`config.mk`:
```
export PLATFORM = sky130hd
export DESIGN_NAME = cpu_clk_sched
export DESIGN_NICKNAME = d
export VERILOG_FILES = /design/src/rtl/cpu_clk_sched.sv
export SDC_FILE = /design/constraint.sdc
export NUM_CORES = 1
export LEC_CHECK = 0
export BUFFER_PORTS_ARGS = -buffer_cell sky130_fd_sc_hd__buf_2
export CORE_ASPECT_RATIO = 0.75
export CORE_MARGIN = 10
export CORE_UTILIZATION = 50
export DETAILED_ROUTE_END_ITERATION = 8
export PLACE_DENSITY = 0.79
export SLEW_MARGIN = 20
export SYNTH_ARGS = -nofsm -noshare
export SYNTH_HDL_FRONTEND = slang
export SYNTH_SLANG_ARGS = --single-unit
```
`constraint.sdc`:
```
create_clock -name clk_in -period 10.54 [get_ports clk_in]
set_clock_uncertainty 0.2 [all_clocks]
set_input_delay 2.635 -clock clk_in [delete_from_list [all_inputs] [get_ports clk_in]]
set_output_delay 2.635 -clock clk_in [all_outputs]
set_load 0.01 [all_outputs]
```
`src/rtl/cpu_clk_sched.sv`:
```
// Clock-enable scheduler: issues a one-cycle tick in the clk_in domain while
// sequencing HALT / RUN / single STEP, and counts issued ticks.
module cpu_clk_sched #(
   parameter int          CNT_W       = 32,
   parameter int unsigned DEFAULT_DIV = 32'd50_000_000
) (
   input  logic             clk_in,
   input  logic             rst,
   input  logic             run_req,
   input  logic             halt_req,
   input  logic             step_req,
   input  logic             div_wr,
   input  logic [CNT_W-1:0] div_val,
   output logic             div_ack,
   output logic             div_err,
   output logic             tick,
   output logic [1:0]       state,
   output logic [CNT_W-1:0] tick_count
);

   typedef enum logic [1:0] {
      ST_HALT = 2'b00,
      ST_RUN  = 2'b01,
      ST_STEP = 2'b10
   } state_t;

   localparam logic [CNT_W-1:0] CNT_ZERO = {CNT_W{1'b0}};
   localparam logic [CNT_W-1:0] CNT_ONE  = {{(CNT_W-1){1'b0}}, 1'b1};
   localparam logic [CNT_W-1:0] DIV_RST  = CNT_W'(DEFAULT_DIV);

   state_t           state_r, state_next_s;
   logic [CNT_W-1:0] cnt_r, cnt_next_s;
   logic [CNT_W-1:0] div_reg_r;
   logic [CNT_W-1:0] div_eff_s;
   logic [CNT_W-1:0] tick_count_r;
   logic             tick_r, tick_next_s;
   logic             step_q_r;
   logic             step_edge_s;
   logic             tc_s;
   logic             div_ack_r, div_err_r;

   // Effective divide, terminal count and step edge detection
   always_comb begin
      div_eff_s   = (div_reg_r == CNT_ZERO) ? CNT_ONE : div_reg_r;
      tc_s        = (cnt_r == (div_eff_s - CNT_ONE));
      step_edge_s = step_req & ~step_q_r;
   end

   // Next-state, counter and tick decode
   always_comb begin
      state_next_s = state_r;
      cnt_next_s   = cnt_r;
      tick_next_s  = 1'b0;
      case (state_r)
         ST_HALT: begin
            cnt_next_s = CNT_ZERO;
            if (halt_req) begin
               state_next_s = ST_HALT;
            end else if (run_req) begin
               state_next_s = ST_RUN;
            end else if (step_edge_s) begin
               state_next_s = ST_STEP;
            end else begin
               state_next_s = ST_HALT;
            end
         end
         ST_RUN, ST_STEP: begin
            if (halt_req) begin
               state_next_s = ST_HALT;
               cnt_next_s   = CNT_ZERO;
            end else if (tc_s) begin
               cnt_next_s   = CNT_ZERO;
               tick_next_s  = 1'b1;
               // a step ends on its single tick
               state_next_s = (state_r == ST_STEP) ? ST_HALT : ST_RUN;
            end else begin
               cnt_next_s   = cnt_r + CNT_ONE;
            end
         end
         default: begin
            state_next_s = ST_HALT;
            cnt_next_s   = CNT_ZERO;
         end
      endcase
   end

   // Sequencer state, counter, tick and tick counter
   always_ff @(posedge clk_in or posedge rst) begin
      if (rst) begin
         state_r      <= ST_HALT;
         cnt_r        <= CNT_ZERO;
         tick_r       <= 1'b0;
         tick_count_r <= CNT_ZERO;
         step_q_r     <= 1'b0;
      end else begin
         state_r  <= state_next_s;
         cnt_r    <= cnt_next_s;
         tick_r   <= tick_next_s;
         step_q_r <= step_req;
         if (tick_next_s) begin
            tick_count_r <= tick_count_r + CNT_ONE;
         end else begin
            tick_count_r <= tick_count_r;
         end
      end
   end

   // Divide register: writable only while halted, acknowledged or rejected next cycle
   always_ff @(posedge clk_in or posedge rst) begin
      if (rst) begin
         div_reg_r <= DIV_RST;
         div_ack_r <= 1'b0;
         div_err_r <= 1'b0;
      end else begin
         div_ack_r <= div_wr & (state_r == ST_HALT);
         div_err_r <= div_wr & (state_r != ST_HALT);
         if (div_wr && (state_r == ST_HALT)) begin
            div_reg_r <= div_val;
         end else begin
            div_reg_r <= div_reg_r;
         end
      end
   end

   assign div_ack    = div_ack_r;
   assign div_err    = div_err_r;
   assign tick       = tick_r;
   assign state      = state_r;
   assign tick_count = tick_count_r;

endmodule
```
==> metrics.md, run 1 <==
| Metric | Value |
|---|---|
| Hold Crit Depth | 1 |
| CP Data Required Time | ~11000 ps |
| Worst vdd ir | 0.0968 mV |
| Setup repair bufs after CTS | 0 |
| Row count | 33 |
| Worst stage delay on the critical path | 610 ps |
| # Max-Cap Violations | 0 |
| First-pass GRT wire length | 23600 um |
| Setup-failing EPs final | 0 |
| Clock transition at the registers of the reported paths | roughly 70 ps |
| Crit-path slowest cell | or4_1 |
| Share of the yosys chip area belonging to registers | 0.444 |
| Worst Reg-to-Reg Cells | 13 |
| Mean Syn Cell Area | around 10 um^2 |
| Worst-Skew Late Latency | 350 ps |
| EDFF count, synth | 0 |
| Status | finished clean |
| NumNets Final | 695 |
| Final setup TNS | 0 ps |
| Most common cell after layout, fill and taps aside | dfrtp_1 |
| Global router's overall resource usage | 0.179 |
| Reg2Reg Setup Slack | 5470 ps |
| Post-route antenna net violation count | 0 |
| Initial DRT Pass Iterations | 5 |
| Ys flop type | dfrtp_1 |
| Hold_buf cts | 0 |
| Cells after DPL | 780 |
| Hold Vio Cnt, Final | 0 |
| Vias in the first global route | 4691 |
| Most frequent cells in the layout | 90 x dfrtp_1, 74 x buf_2, 71 x nor2_1 |
| Initial Util | 0.520 |
| Worst setup SP type | flop |
| Critical Path, Cell by Cell | or4_1, nor4b_4, a31oi_1, ha_1, or4b_1, nor2_1, and4_1, nor4_1, o2111a_1, o2111ai_2, or3_1, nand2_2, nor2_1 |
| Grt total ovfl | 0 |
| Clock Path Buffers | 2 |
| Post-synth top area cell | dfrtp_1 |
| Crit share post-route | 0.481 |
| Post-synth net total | roughly 630 |
| RSZ-0062 raised after global routing | no |
| Pin count of the biggest net entering global routing | 85 |
| Die height | 113 um |
| Die X | 144 um |
| Post-DR wirelength/cell | 18.2 um |
| Crit path capture type | flop |
| Die ar. | 16300 um^2 |
| Layout cells sized above 1 | 0.230 |
| Slew @ Worst Pin | 999 ps |
| Drt total wl | 14500 um |
| Synth Warn # | 0 |
| Max FO, Critical Path | 31 |
| Max-slew violations | 0 |
| Fill cells | 915 |
| Remaining DRCs | 0 |
| Initial antenna violation count | 0 |
| Synth async-reset ratio | 1.00 |
| P_leak | 2.85 nW |
| Yosys cell types | 58 |
| I/O Pins | 75 |
| Tot Pwr | 1.25 mW |
| Area growth syn-to-layout | 13.7% |
| CTS Buf Count | 9 |
| Worst min path class | flop to flop |
| Pwr Density | 191 nW/um^2 |
| Critical path arrival | 5070 ps |
| Rel. slew slack | 0.328 |
| Vias per Instance | 5.84 |
| Synthesized area | 5780 um^2 |
| Core region area | ~11000 um^2 |
| CTS tree | built |
| Detailed Place HPWL | between 10000 and 15000 um |
| Clock root buffer | clkbuf_16 |
| Minimum period implied by the final worst setup slack | 5070 ps |
| Non-Filler Instances | between 700 and 800 |
| # port buffers | 74 |
| Clock Sinks | 102 |
| Area share of the largest cell type after synthesis | 0.390 |
| Synth area leaders | dfrtp_1 39%, xnor2_1 7.1%, xor2_1 6.8% |
| Diode count | 0 |
| Crit-path most repeated cell | nor2_1 |
| Vias | 4652 |
| Post-CTS Resized | 0 |
| H-tree Lvls | 3 |
| Min Hold Slack | 272 ps |
| Placed cell area | around 6300 um^2 |
| Peak Freq | 0.197 GHz |
| Final instance area | between 6000 and 7000 um^2 |
| Count of state elements after synthesis | just over 100 |
| GP Congestion | around 0.95 |
| Starting DRT DRC Count | approximately 420 |
| Crit path kind | flop to flop |
| Cell count after synthesis | between 500 and 600 |
-- report_power, final --
group	switching [mW]	internal [mW]
sequential	0.103	0.465
clock	0.152	0.192
combinational	0.184	0.157
total	0.439	0.814
-- metal layers --
| layer | wire (um) | GRT usage |
|---|---|---|
| met1 | 6450 | 0.236 |
| met5 | 0 | 0 |
| met3 | 1070 | 0.0455 |
| met4 | 210 | 0.0565 |
| met2 | 6760 | 0.282 |
-- layout make-up --
class                   count  area, um^2  share of cell area
clock buffers              10         239              0.0364
multi-input cells         442        3050               0.465
flip-flops and latches    102        2570               0.391
inverters                  20        77.6              0.0118
well taps                 140         175              0.0267
repair buffers             76         389              0.0592
clock inverters             6        68.8              0.0105
-- cell families after synthesis --
| group | count (synthesis) | share of synthesized area |
|---|---|---|
| AND/OR/NAND/NOR | 255 | 0.238 |
| flip-flops | 102 | 0.444 |
| XOR/XNOR | 93 | 0.142 |
| AO/OA/AOI/OAI | 51 | 0.0634 |
| buffers and inverters | 43 | 0.0286 |
| multiplexers | 37 | 0.0704 |
| adder cells (fa/ha/maj) | 6 | 0.0130 |
-- Yosys cell counts, drive strengths merged (4+ instances only) --
cell    count
o21ai      11
inv        20
o31ai       4
nand2      32
xor2       45
clkbuf     20
or4         8
nor3       19
dfstp      12
nor2       71
nand4      11
a21oi       6
a31oi       8
mux2       29
and3       16
or3         6
nand2b     12
nor4       13
nor2b       6
nand3      37
xnor2      48
ha          6
mux2i       8
nor4b       7
dfrtp      90
-- stage by stage --
step           utilization  setup WS (ps)
4_1_cts              0.591           5220
3_5_place_dp         0.563           5250
5_1_grt              0.592           5190
3_3_place_gp         0.563           5490
2_1_floorplan            -           5050
6_report             0.592           5470
-- final timing paths --
| check | start | to |
|---|---|---|
| worst max-delay path | div_reg_r[26] | cnt_r[25] |
| worst min-delay path | tick_count[31] | tick_count[31] |
| worst max register to register | div_reg_r[26] | cnt_r[25] |
| worst min register to register | tick_count[31] | tick_count[31] |
| max in group asynchronous | rst | tick_count[8] |
| min in group asynchronous | rst | tick_count[22] |
-- critical path: cells and delay by family (launching register included) --
family,cells,cell delay [ps]
AO/OA/AOI/OAI,3,580
flip-flops,1,430
AND/OR/NAND/NOR,9,3420
adder cells (fa/ha/maj),1,280
-- registers in the layout, summed over array words and instances (netlist names) --
name        count
cnt_r          32
div_ack         1
div_err         1
div_reg_r      32
state           2
step_q_r        1
tick            1
tick_count     32
No activity file was read; power rests on OpenSTA's default activity.
==> run 2: changes to the inputs <==
==> constraint.sdc (replaced) <==
create_clock -name clk_in -period 4.95 [get_ports clk_in]
set_clock_uncertainty 0.2 [all_clocks]
set_input_delay 1.2375 -clock clk_in [delete_from_list [all_inputs] [get_ports clk_in]]
set_output_delay 1.2375 -clock clk_in [all_outputs]
set_load 0.01 [all_outputs]
==> run 2 against run 1 <==
Net effect:
- worst hold slack improved by 10 ps
- wire length grew 0.95%
- sequential power grew 110%
- total power grew 110%
- first-iteration DRC count increased by 1.2%
- register-to-register slack got worse by 5200 ps
- sequential share of layout area down 0.22 points
- critical path depth stayed put
- final area increased by 0.57%
- combinational power rose by 120%
- largest power group unchanged
==> metrics.md, run 2 (synthesized netlist as in run 1, its figures left out) <==
| Metric | Value |
|---|---|
| Status | finished clean |
| NumNets Final | 702 (+1.0%) |
| Worst Hold Launch | tick_count[31] |
| Rel. slew slack | 0.314 (-0.0135) |
| CTS tree | built |
| Critical path arrival | 4680 ps (-390 ps) |
| Hold Vio Cnt, Final | 0 (unchanged) |
| Die ar. | 16300 um^2 (unchanged) |
| Die X | 144 um (unchanged) |
| P_leak | 2.88 nW (+1.0%) |
| Remaining DRCs | 0 (unchanged) |
| Worst min path class | flop to flop |
| Multi-input logic area | 3050 um^2 (unchanged) |
| Post-CTS Resized | 0 (unchanged) |
| Hold Crit Depth | 1 (unchanged) |
| Max-slew violations | 0 (unchanged) |
| # Max-Cap Violations | 0 (unchanged) |
| Initial DRT Pass Iterations | 5 (unchanged) |
| Clock transition at the registers of the reported paths | 70 ps (about the same) |
| Core region area | 11100 um^2 (unchanged) |
| Area growth syn-to-layout | 14.4% |
| Finished Core Util | 0.595 (+0.00338) |
| Hold_buf cts | 0 (unchanged) |
| Reg2Reg Capture Point | state[0] |
| Crit share post-route | 0.938 (+0.458) |
| Grt total ovfl | 0 (unchanged) |
| GP Congestion | 0.927 (-2.5%) |
| Initial Util | 0.520 (unchanged) |
| Vias in the first global route | 4675 (-0.34%) |
| Global router's overall resource usage | 0.181 (+0.00203) |
| Vias | 4640 (-0.26%) |
| Crit path capture type | flop |
| Row count | 33 (unchanged) |
| RSZ-0062 raised after global routing | no |
| First-pass GRT wire length | 23800 um (+1.0%) |
| Setup-failing EPs final | 0 (unchanged) |
| Pin count of the biggest net entering global routing | 67 (-21%) |
| I/O Pins | 75 (unchanged) |
| CTS Buf Count | 9 (unchanged) |
| Register Area | 2570 um^2 (unchanged) |
| Pwr Density | 398 nW/um^2 (+110%) |
| Die height | 113 um (unchanged) |
| CP Data Required Time | 4990 ps (-5560 ps) |
| Minimum period implied by the final worst setup slack | 4640 ps (-421 ps) |
| H-tree Lvls | 3 (unchanged) |
| Fill cells | 933 (+2.0%) |
| # port buffers | 74 (unchanged) |
| Worst-Skew Late Latency | 350 ps (about the same) |
| Crit path kind | flop to flop |
| Worst reg2reg path startpoint | div_reg_r[7] |
| Clock root buffer | clkbuf_16 |
| CP endpoint | state[0] |
| Vias per Instance | 5.78 (-1.1%) |
| Most common cell after layout, fill and taps aside | dfrtp_1 |
| Most frequent cells in the layout | 90 x dfrtp_1, 74 x buf_2, 71 x nor2_1 |
| Worst vdd ir | 0.193 mV (+100%) |
| Worst setup SP type | flop |
| Max FO, Critical Path | 12 (-61%) |
| Post-route antenna net violation count | 0 (unchanged) |
| Diode count | 0 (unchanged) |
| Starting DRT DRC Count | 428 (+1.2%) |
| Setup crit start | div_reg_r[7] |
| Drt total wl | 14600 um (+0.95%) |
| Layout cells sized above 1 | 0.238 (+0.00813) |
| Worst Reg-to-Reg Cells | 13 (unchanged) |
| Initial antenna violation count | 0 (unchanged) |
| Slew @ Worst Pin | 1020 ps (+20.1 ps) |
| Final setup TNS | 0 ps (unchanged) |
| Detailed Place HPWL | 11100 um (+3.1%) |
| Clock Path Buffers | 2 (unchanged) |
| Reg2Reg Setup Slack | 310 ps (-5170 ps) |
| Setup repair bufs after CTS | 0 (unchanged) |
| Post-DR wirelength/cell | 18.2 um (about the same) |
| Clock Sinks | 102 (unchanged) |
| Peak Freq | 0.215 GHz (+9.1%) |
## run 2: worst min path at each step
stage                          end  slack (ps)
floorplan           tick_count[31]         310
global placement    tick_count[31]         260
detailed placement  tick_count[25]         280
CTS                 tick_count[25]         290
global route        tick_count[31]         310
finish              tick_count[31]         280
## run 2: area by class of cell
class	count	area share
well taps	140	0.0265
flip-flops and latches	102	0.388
repair buffers	83	0.0682
clock inverters	7	0.00890
inverters	20	0.0117
multi-input cells	442	0.462
clock buffers	9	0.0341
## run 2: through the flow
step / cells / hold slack (ps) / total power [mW] / worst slack [ps] / area [um^2]
after floorplan: 587 / 307 / 1.73 / 417 / 5780
after global placement: 787 / 257 / 1.93 / 514 / 6320
after detailed placement: 787 / 277 / 1.96 / 362 / 6320
after CTS: 803 / 291 / 2.64 / 344 / 6600
after global routing: 803 / 308 / 2.77 / 30.8 / 6610
final: 803 / 282 / 2.63 / 306 / 6610
## run 2: power by group
part / total (mW) / internal (mW) / switching [mW] / leakage, nW
clock: 0.672 / 0.348 / 0.324 / 0.138
sequential: 1.21 / 0.990 / 0.224 / 1.32
combinational: 0.742 / 0.345 / 0.398 / 1.42
## run 2: worst max-delay path, cell delays in order (launching register included)
cell and delay, ps:
dfstp_2 620, nor4_2 90, and4_1 210, a31oi_1 200
ha_1 250, or4b_1 610, nor3_4 290, a31oi_1 150
nor4_1 390, o2111a_1 250, o2111ai_2 140, or3_1 570
a2111o_1 480, o31ai_1 90
## run 2: per-layer routing
layer,global-route usage,vias to the layer above,part of all wire
met3,0.0460,30,0.059
li1,-,2190,-
met4,0.0511,0,0.018
met2,0.286,143,0.47
met1,0.241,2277,0.45
met5,0,-,0
==> run 3: changes to the inputs <==
--- a/config.mk
+++ b/config.mk
@@ -6,11 +6,13 @@
 export NUM_CORES = 1
 export LEC_CHECK = 0
 export BUFFER_PORTS_ARGS = -buffer_cell sky130_fd_sc_hd__buf_2
+export CELL_PAD_IN_SITES_DETAIL_PLACEMENT = 1
+export CELL_PAD_IN_SITES_GLOBAL_PLACEMENT = 1
 export CORE_ASPECT_RATIO = 0.75
 export CORE_MARGIN = 10
-export CORE_UTILIZATION = 50
+export CORE_UTILIZATION = 41
 export DETAILED_ROUTE_END_ITERATION = 8
-export PLACE_DENSITY = 0.79
+export PLACE_DENSITY = 0.85
 export SLEW_MARGIN = 20
 export SYNTH_ARGS = -nofsm -noshare
 export SYNTH_HDL_FRONTEND = slang
==> constraint.sdc (replaced) <==
create_clock -name clk_in -period 4.1 [get_ports clk_in]
set_clock_uncertainty 0.2 [all_clocks]
set_input_delay 1.025 -clock clk_in [delete_from_list [all_inputs] [get_ports clk_in]]
set_output_delay 1.025 -clock clk_in [all_outputs]
set_load 0.01 [all_outputs]
==> run 3 against run 2 <==
Net effect:
- the flow now finishes with violations (negative setup slack)
- first-iteration DRC count is 5.6% lower
- clock-buffer cell count stayed put
- combinational power is 110% higher
- via count is 13% higher
- critical path type unchanged
- register-to-register slack worse by 510 ps
- critical endpoint is now tick_count[8]
- critical path depth is 1 higher
- sequential share of layout area is 4.0 points lower
- die area is 18% higher
- largest cell class unchanged
- sequential power is 9% higher
==> metrics.md, run 3 (synthesized netlist as in run 1, its figures left out) <==
| Metric | Value |
|---|---|
| Status | complete, but fails checks |
| Failing checks | negative setup slack |
| Post-route antenna net violation count | 0 (unchanged) |
| Vias | 5245 (+13%) |
| Placed cell area | 6700 um^2 (+6.0%) |
| Max FO, Critical Path | 4 (-8) |
| Remaining DRCs | 0 (unchanged) |
| Pin count of the biggest net entering global routing | 40 (-40%) |
| Multi-input logic area | 3330 um^2 (+9.0%) |
| Worst vdd ir | 0.265 mV (+37%) |
| Drt total wl | 20400 um (+40%) |
| Clock root buffer | clkbuf_16 |
| Crit-path most repeated cell | buf_6 |
| Hold Vio Cnt, Final | 0 (unchanged) |
| Diode count | 0 (unchanged) |
| Initial DRT Pass Iterations | 5 (unchanged) |
| Final Worst Setup Slack | -203 ps (-509 ps) |
| Core region area | 13700 um^2 (+24%) |
| Max-slew violations | 0 (unchanged) |
| H-tree Lvls | 3 (unchanged) |
| Area growth syn-to-layout | 27.5% |
| I/O Pins | 75 (unchanged) |
| Seq pwr share | 0.350 (-0.112) |
| Starting DRT DRC Count | 404 (-5.6%) |
| Clock transition at the registers of the reported paths | 80 ps (about the same) |
| P_leak | 3.30 nW (+15%) |
| Rel. slew slack | 0.356 (+0.0417) |
| Sw frac | 0.379 (+0.0190) |
| Post-DR wirelength/cell | 22.9 um (+26%) |
| Die X | 157 um (+9.0%) |
| Critical Path, Cell by Cell | nor4_2, and4_1, a31oi_1, ha_2, or4b_4, buf_6, o21a_1, o31a_1, a21oi_2, nand4b_1, buf_6, or4_4, or3_4, xnor2_2 |
| Min Hold Slack | 265 ps (-17.0 ps) |
| Slew @ Worst Pin | 957 ps (-62.0 ps) |
| Crit path kind | flop to flop |
| Final instance area | 7360 um^2 (+11%) |
| Vias per Instance | 5.88 (+1.8%) |
| Clock Sinks | 102 (unchanged) |
| Hold Crit Depth | 1 (unchanged) |
| Die ar. | 19300 um^2 (+18%) |
| Final setup TNS | -6180 ps (-6180 ps) |
| Crit share post-route | 1.05 (+0.111) |
| Internal Dissipation | 2.34 mW (+39%) |
| NumNets Final | 756 (+7.7%) |
| Vias in the first global route | 5705 (+22%) |
| Worst min path class | flop to flop |
| Register Area | 2570 um^2 (unchanged) |
| Clock Power Share | 0.240 (-0.016) |
| NetSw | 1.43 mW (+51%) |
| Global router's overall resource usage | 0.201 (+0.0205) |
| # port buffers | 74 (unchanged) |
| Pwr Density | 511 nW/um^2 (+28%) |
| CTS Buf Count | 9 (unchanged) |
| Row count | 37 (+12%) |
| # Max-Cap Violations | 0 (unchanged) |
| GP Congestion | 0.905 (-2.3%) |
| Comb power frac | 0.409 (+0.127) |
| Initial antenna violation count | 0 (unchanged) |
| Largest delay share family, worst path | simple AND/OR/NAND/NOR gates |
| Die height | 123 um (+8.6%) |
| Most common cell after layout, fill and taps aside | dfrtp_1 |
| Critical path depth in cells | 14 (+1) |
| Minimum period implied by the final worst setup slack | 4300 ps (-341 ps) |
| Fill cells | 1520 (+63%) |
| Clock Path Buffers | 2 (unchanged) |
| Detailed Place HPWL | 13600 um (+23%) |
| Worst Reg-to-Reg Cells | 14 (+1) |
| First-pass GRT wire length | 31100 um (+30%) |
| Hold_buf cts | 0 (unchanged) |
| Grt total ovfl | 0 (unchanged) |
| Initial Util | 0.420 (-0.100) |
| Crit path buffers/inverters | 2 (+2) |
| Worst stage delay on the critical path | 550 ps (-70 ps) |
| Worst setup SP type | flop |
| RSZ-0062 raised after global routing | yes |
| CTS tree | built |
| Critical path arrival | 4340 ps (-340 ps) |
| Most frequent cells in the layout | 90 x dfrtp_1, 74 x buf_2, 63 x nor2_1 |
| CP Data Required Time | 4140 ps (-850 ps) |
| Worst-Skew Late Latency | 360 ps (about the same) |
| Setup-failing EPs final | 63 (+63) |
| Layout cells sized above 1 | 0.349 (+0.110) |
| Crit-path slowest cell | dfstp_2 |
| Peak Freq | 0.232 GHz (+7.9%) |
| Crit path capture type | flop |
| Place WS | -252 ps (-614 ps) |
==> run 3: final cells by class <==
type	instances	area share
Clock buffer	9	0.0306
Clock inverter	7	0.0109
Inverter	20	0.0105
Multi-Input combinational cell	442	0.452
Sequential cell	102	0.349
Tap cell	175	0.0297
Timing Repair Buffer	137	0.118
==> run 3: timing repair <==
action,CTS,global route
setup buffers,4,5
pin swaps,16,16
gates resized for setup,32,25
gates cloned,1,0
setup endpoints to repair,66,67
==> run 3: final timing paths <==
| check | slack [ps] | endpoint | startpoint |
|---|---|---|---|
| worst max-delay path | -200 | tick_count[8] | div_reg_r[7] |
| worst min-delay path | 260 | tick_count[31] | tick_count[31] |
| worst max register to register | -200 | tick_count[8] | div_reg_r[7] |
| worst min register to register | 260 | tick_count[31] | tick_count[31] |
| max in group asynchronous | 2350 | div_reg_r[7] | rst |
| min in group asynchronous | 510 | cnt_r[25] | rst |
==> run 3: worst reg2reg max path, stage by stage (launching register included) <==
cell and delay [ps]:
dfstp_2 550, nor4_2 60, and4_1 190, a31oi_1 200
ha_2 210, or4b_4 510, buf_6 160, o21a_1 200
o31a_1 340, a21oi_2 240, nand4b_1 150, buf_6 160
or4_4 520, or3_4 370, xnor2_2 140
==> run 3: stage by stage <==
step / util / power [mW] / instances
2_1_floorplan: - / 2.10 / 587
3_3_place_gp: 0.487 / 2.58 / 866
3_5_place_dp: 0.487 / 2.66 / 866
4_1_cts: 0.523 / 3.63 / 887
5_1_grt: 0.536 / 3.93 / 892
6_report: 0.536 / 3.76 / 892
==> run 3: per-layer routing <==
| layer | GRT usage | wire (um) |
|---|---|---|
| met5 | 0 | 0 |
| met4 | 0.0682 | 737 |
| met3 | 0.0402 | 1290 |
| met2 | 0.349 | 10200 |
| met1 | 0.247 | 8140 |
==> run 3: power groups by stage <==
stage	Sequential, mW	Clock, mW	Combinational (mW)
detailed placement	1.32	0	1.34
global placement	1.31	0	1.27
finish	1.32	0.905	1.54
global route	1.33	0.954	1.64
floorplan	1.36	0	0.739
CTS	1.31	0.911	1.40
